===== config.mk =====
export PLATFORM = sky130hd
export DESIGN_NAME = ghost_hit_detector
export DESIGN_NICKNAME = d
export VERILOG_FILES = /design/src/rtl/ghost_hit_detector.sv
export SDC_FILE = /design/constraint.sdc
export NUM_CORES = 1
export LEC_CHECK = 0
export ABC_AREA = 0
export CORE_AREA = 2 2 85 87
export DETAILED_ROUTE_END_ITERATION = 16
export DIE_AREA = 0 0 87 89
export GPL_TIMING_DRIVEN = 0
export PLACE_DENSITY = 0.8
export SYNTH_ARGS = -nofsm -noshare
export SYNTH_HDL_FRONTEND = slang
export SYNTH_SLANG_ARGS = --single-unit

===== constraint.sdc =====
create_clock -name clk -period 3.9 [get_ports clk]
set_input_delay 0.585 -clock clk [delete_from_list [all_inputs] [get_ports clk]]
set_output_delay 0.585 -clock clk [all_outputs]
set_load 0.05 [all_outputs]

===== src/rtl/ghost_hit_detector.sv =====
// rtl/ghost_hit_detector.sv - per-frame ghost/wall overlap detector with edge classification
module ghost_hit_detector #(
  parameter int OBJECT_WIDTH_X = 64,
  parameter int OBJECT_HIGHT_Y = 64,
  parameter int EDGE_MARGIN    = 4,
  parameter int MIN_HIT_PIXELS = 2,
  parameter int REPORT_DELAY   = 3
) (
  input  logic        clk,
  input  logic        resetN,
  input  logic        startOfFrame,
  input  logic        reset,
  input  logic [10:0] pixelX,
  input  logic [10:0] pixelY,
  input  logic [10:0] topLeftX,
  input  logic [10:0] topLeftY,
  input  logic        ghostDrawingRequest,
  input  logic        wallDrawingRequest,
  output logic        collision,
  output logic [3:0]  HitEdgeCode
);

  localparam logic signed [11:0] W12   = 12'(OBJECT_WIDTH_X);
  localparam logic signed [11:0] H12   = 12'(OBJECT_HIGHT_Y);
  localparam logic signed [11:0] M12   = 12'(EDGE_MARGIN);
  localparam logic signed [11:0] R12   = 12'(OBJECT_WIDTH_X - EDGE_MARGIN);
  localparam logic signed [11:0] B12   = 12'(OBJECT_HIGHT_Y - EDGE_MARGIN);
  localparam logic [11:0]        MIN12 = 12'(MIN_HIT_PIXELS);
  localparam int                 DW    = (REPORT_DELAY < 2) ? 1 : $clog2(REPORT_DELAY);
  localparam logic [DW-1:0]      DLY_LOAD = DW'(REPORT_DELAY - 1);

  typedef enum logic [1:0] {
    COLLECT_ST = 2'd0,
    DELAY_ST   = 2'd1,
    REPORT_ST  = 2'd2
  } state_t;

  state_t          state, next_state;
  logic signed [11:0] off_x, off_y;
  logic            in_range, valid_hit;
  logic [3:0]      edge_flags;
  logic [3:0]      acc_edge, acc_edge_now, snap_edge, snap_edge_next;
  logic [11:0]     acc_cnt, acc_cnt_now, snap_cnt, snap_cnt_next;
  logic [DW-1:0]   delay_cnt;
  logic            collision_next;

  // Pixel offset inside the sprite; topLeft may be negative when partly off-screen.
  assign off_x = $signed({1'b0, pixelX}) - $signed({topLeftX[10], topLeftX});
  assign off_y = $signed({1'b0, pixelY}) - $signed({topLeftY[10], topLeftY});

  assign in_range   = !off_x[11] && (off_x < W12) && !off_y[11] && (off_y < H12);
  assign edge_flags = {off_x < M12, off_y < M12, off_x >= R12, off_y >= B12};
  assign valid_hit  = ghostDrawingRequest && wallDrawingRequest && in_range
                      && (state != REPORT_ST);

  assign acc_edge_now = acc_edge | (valid_hit ? edge_flags : 4'b0000);
  assign acc_cnt_now  = (valid_hit && (acc_cnt != 12'hFFF)) ? acc_cnt + 12'd1 : acc_cnt;

  always_ff @(posedge clk or negedge resetN) begin
    if (!resetN)
      state <= COLLECT_ST;
    else if (reset)
      state <= COLLECT_ST;
    else
      state <= next_state;
  end

  always_comb begin
    next_state = state;
    case (state)
      COLLECT_ST, REPORT_ST: begin
        if (startOfFrame)
          next_state = (REPORT_DELAY == 1) ? REPORT_ST : DELAY_ST;
        else
          next_state = COLLECT_ST;
      end
      DELAY_ST: begin
        if (startOfFrame)
          next_state = (REPORT_DELAY == 1) ? REPORT_ST : DELAY_ST;
        else if (delay_cnt == DW'(1))
          next_state = REPORT_ST;
      end
      default: next_state = COLLECT_ST;
    endcase
  end

  // The report decision uses the snapshot as it will be after this edge,
  // so a frame start that goes straight to REPORT_ST reports its own snapshot.
  always_comb begin
    snap_edge_next = snap_edge;
    snap_cnt_next  = snap_cnt;
    if (startOfFrame) begin
      snap_edge_next = acc_edge_now;
      snap_cnt_next  = acc_cnt_now;
    end
    collision_next = (next_state == REPORT_ST) && (snap_cnt_next >= MIN12);
  end

  always_ff @(posedge clk or negedge resetN) begin
    if (!resetN) begin
      acc_edge    <= '0;
      acc_cnt     <= '0;
      snap_edge   <= '0;
      snap_cnt    <= '0;
      delay_cnt   <= '0;
      collision   <= 1'b0;
      HitEdgeCode <= '0;
    end else if (reset) begin
      acc_edge    <= '0;
      acc_cnt     <= '0;
      snap_edge   <= '0;
      snap_cnt    <= '0;
      delay_cnt   <= '0;
      collision   <= 1'b0;
      HitEdgeCode <= '0;
    end else begin
      snap_edge <= snap_edge_next;
      snap_cnt  <= snap_cnt_next;
      if (startOfFrame) begin
        acc_edge  <= '0;
        acc_cnt   <= '0;
        delay_cnt <= DLY_LOAD;
      end else begin
        acc_edge <= acc_edge_now;
        acc_cnt  <= acc_cnt_now;
        if (state == DELAY_ST)
          delay_cnt <= delay_cnt - DW'(1);
      end
      collision <= collision_next;
      if (collision_next)
        HitEdgeCode <= snap_edge_next;
    end
  end

endmodule


==> flow_metrics.env <==
export IMPL_synth_top_area_cell="dfrtp_1"
export IMPL_worstSetupEndpointType="register"
export IMPL_vias=3309
export IMPL_syn_area_um2=3380
export IMPL_drtIter0Drc=199
export IMPL_first_global_vias=3145
export IMPL_fp_dieW_um=87
export IMPL_syn_to_final_growth_pct=40.6
export IMPL_synth_fp_nets=467
export IMPL_hold_buffers=0
export IMPL_start_util=0.504
export IMPL_drv_cap=0
export IMPL_report_final_slew_viol_count=0
export IMPL_final_hold_violation_count=0
export IMPL_p_leak_nw=2.08
export IMPL_ys_flop_type="dfrtp_1"
export IMPL_cts_buffer_depth=2
export IMPL_synth_most_common_cell="nor2_1"
export IMPL_crit_chain="clkdlybuf4s50_1 > inv_1 > ha_4 > or2_1 > or3b_4 > nor3b_2 > nor3_2 > or3_4 > or4_4 > a31o_1 > o2111a_2 > a31oi_4 > mux2_4"
export IMPL_htree_levels=2
export IMPL_ir_drop_mv=0.108
export IMPL_grt_pass1_wl_um=14000
export IMPL_status="complete, but fails checks"
export IMPL_finalWirelength_um=9130
export IMPL_rsz0062_at_grt="true"
export IMPL_path_class="primary input to register"
export IMPL_route_detailed_wl_per_inst_um=16.4
export IMPL_clk_pin_slew_ns=0.08
export IMPL_r2r_end="HitEdgeCode[0]"
export IMPL_ant_nets=0
export IMPL_pre_cts_ws_ns=-1.01
export IMPL_io_buffers=54
export IMPL_cp_slowest_cell="or4_4"
export IMPL_period_minus_slack_ns=3.98
export IMPL_violations="negative setup slack"
export IMPL_route_detailed_drc=0
export IMPL_cts_sinks=40
export IMPL_power_density_nw_per_um2=256
export IMPL_antenna_found_initial=0
export IMPL_total_power_w=0.00122
export IMPL_synth_avg_cell_area_um2=8.66
export IMPL_ys_top_cells_by_area="dfrtp_1, ha_1, nor2_1"
export IMPL_core_area_um2=6720
export IMPL_fmax_ghz=0.251
export IMPL_max_stage_delay_ns=0.50
export IMPL_synth_cell_types=70
export IMPL_reg2reg_depth=10
export IMPL_dieArea_um2=7740
export IMPL_rows=30
export IMPL_place_congestion=0.877
export IMPL_root_buffer="clkbuf_8"
export IMPL_synth_async_sr_flop_share=1.00
export IMPL_diodes=0
export IMPL_fillCellCount=486
export IMPL_grt_max_degree=41
export IMPL_worstPathMaxFanout=8
export IMPL_io_pins=55
export IMPL_worst_pin_slew_ns=0.876
export IMPL_dr_pass1_iters=5
export IMPL_cts_tree="built"
export IMPL_startpoint_type="primary input"
export IMPL_slew_headroom=0.416
export IMPL_arrival_ns=4.17
export IMPL_grt_use_total=0.222
export IMPL_die_h_um=89
export IMPL_setup_slack_ns=-0.0772
export IMPL_vias_per_cell=5.93
export IMPL_final_nets=553
export IMPL_rrSetupSlack_ns=0.88
export IMPL_ys_ff_latch=40
export IMPL_yosys_warnings=0
export IMPL_synth_edf_count=0
export IMPL_seq_area_frac_synth=0.296
export IMPL_clock_skew_ns=0.0129
export IMPL_cts_buffers=5
export IMPL_cp_data_required_time_ns=4.09
export IMPL_rr_startpoint="acc_cnt[0]"
export IMPL_drive_gt1_frac=0.257
export IMPL_synth_top_area_frac=0.296
export IMPL_holdCritPathClass="primary input to asynchronous set/reset pin"
export IMPL_syn_inst=391
export IMPL_clock_latency_ns=0.31
export IMPL_fin_crit_sh=1.02
export IMPL_finalSetupViolCount=4
export IMPL_hpwl_um=5860
export IMPL_synth_commonest_cells="nor2_1, dfrtp_1, inv_1"
export IMPL_grt_ovfl_total=0
-- worst max-delay path: cells and delay by family --
family                     cells  cell delay [ns]
and+or+nand+nor                6             1.88
AOI/OAI and AO/OA              3             0.69
buffers and inverters          2             0.51
muxes                          1             0.32
adders and majority gates      1             0.19
-- stage by stage --
| stage | hold slack [ns] | TNS, ns | instance area (µm²) | utilization | std cells |
|---|---|---|---|---|---|
| finish | 0.386 | -0.289 | 4760 | 0.708 | 558 |
| CTS | 0.427 | -0.335 | 4540 | 0.676 | 550 |
| global placement | 0.482 | -10.81 | 4050 | 0.602 | 525 |
| global route | 0.466 | -0.627 | 4760 | 0.708 | 558 |
| detailed placement | 0.493 | -11.48 | 4040 | 0.602 | 525 |
| floorplan | 0.289 | -0.141 | 3410 | - | 391 |
-- logic make-up (layout without fill, tap and decap cells) --
group / count (synthesis) / in the layout / share of synthesized area
AOI/OAI and AO/OA: 90 / 90 / 0.201
muxes: 11 / 11 / 0.0403
xor gates and xnor gates: 28 / 28 / 0.0725
buffers and inverters: 45 / 132 / 0.0525
adders and majority gates: 26 / 26 / 0.101
and+or+nand+nor: 151 / 151 / 0.237
DFF: 40 / 40 / 0.296
-- sequential cells by signal (all words and copies together), names as in the netlist --
register and cells:
HitEdgeCode 4, snap_cnt 11, snap_edge 4, delay_cnt 2, state 2, collision 1
acc_edge 4, acc_cnt 12
-- cell type report --
class	count	area [µm²]	share of cell area
multi-input cells	306	2600	0.546
well taps	80	100	0.0210
repair buffers	81	756	0.159
clock inverters	2	35.0	0.00736
inverters	31	124	0.0260
plain buffers	12	70.1	0.0147
flip-flops and latches	40	1000	0.210
clock buffers	6	72.6	0.0153
-- where the power goes --
part	switching, W	internal (W)	total [W]
Sequential	0.00000467	0.000423	0.000428
Clock	0.000150	0.000190	0.000340
Combinational	0.000227	0.000225	0.000452
Total	0.000381	0.000839	0.00122
-- worst max path at each step --
stage	startpoint	end	slack, ns	cells past startpoint
after floorplan	pixelX[0]	HitEdgeCode[0]	-0.04	14
after global placement	pixelX[0]	HitEdgeCode[1]	-0.98	16
after detailed placement	pixelX[0]	HitEdgeCode[1]	-1.01	16
after CTS	pixelX[0]	HitEdgeCode[0]	-0.09	15
after global routing	topLeftX[5]	HitEdgeCode[1]	-0.16	13
final	topLeftX[5]	HitEdgeCode[0]	-0.08	13
-- placed cells by master (no fill, tap or decap), types with 13 or more instances in the layout --
master,netlist,final
inv_2,0,13
nor2_1,52,51
inv_1,31,17
dfrtp_1,40,40
clkdlybuf4s50_1,0,27
nand2_1,15,15
buf_4,2,25
dlygate4sd2_1,0,13
ha_4,0,14
xnor2_1,19,18
a211oi_1,16,14
a21oi_1,21,16
-- layer usage --
| metal | wire [µm] | GRT usage |
|---|---|---|
| met1 | 3780 | 0.275 |
| met2 | 4650 | 0.406 |
| met3 | 504 | 0.0314 |
| met4 | 198 | 0.0597 |
| met5 | 0 | 0 |
-- what timing repair did --
item | CTS | global route
buffers inserted | 19 | 8
pin swaps | 31 | 25
setup endpoints to repair | 17 | 5
cloned | 0 | 0
resized for setup | 71 | 46
No activity file was read; power rests on OpenSTA's default activity.
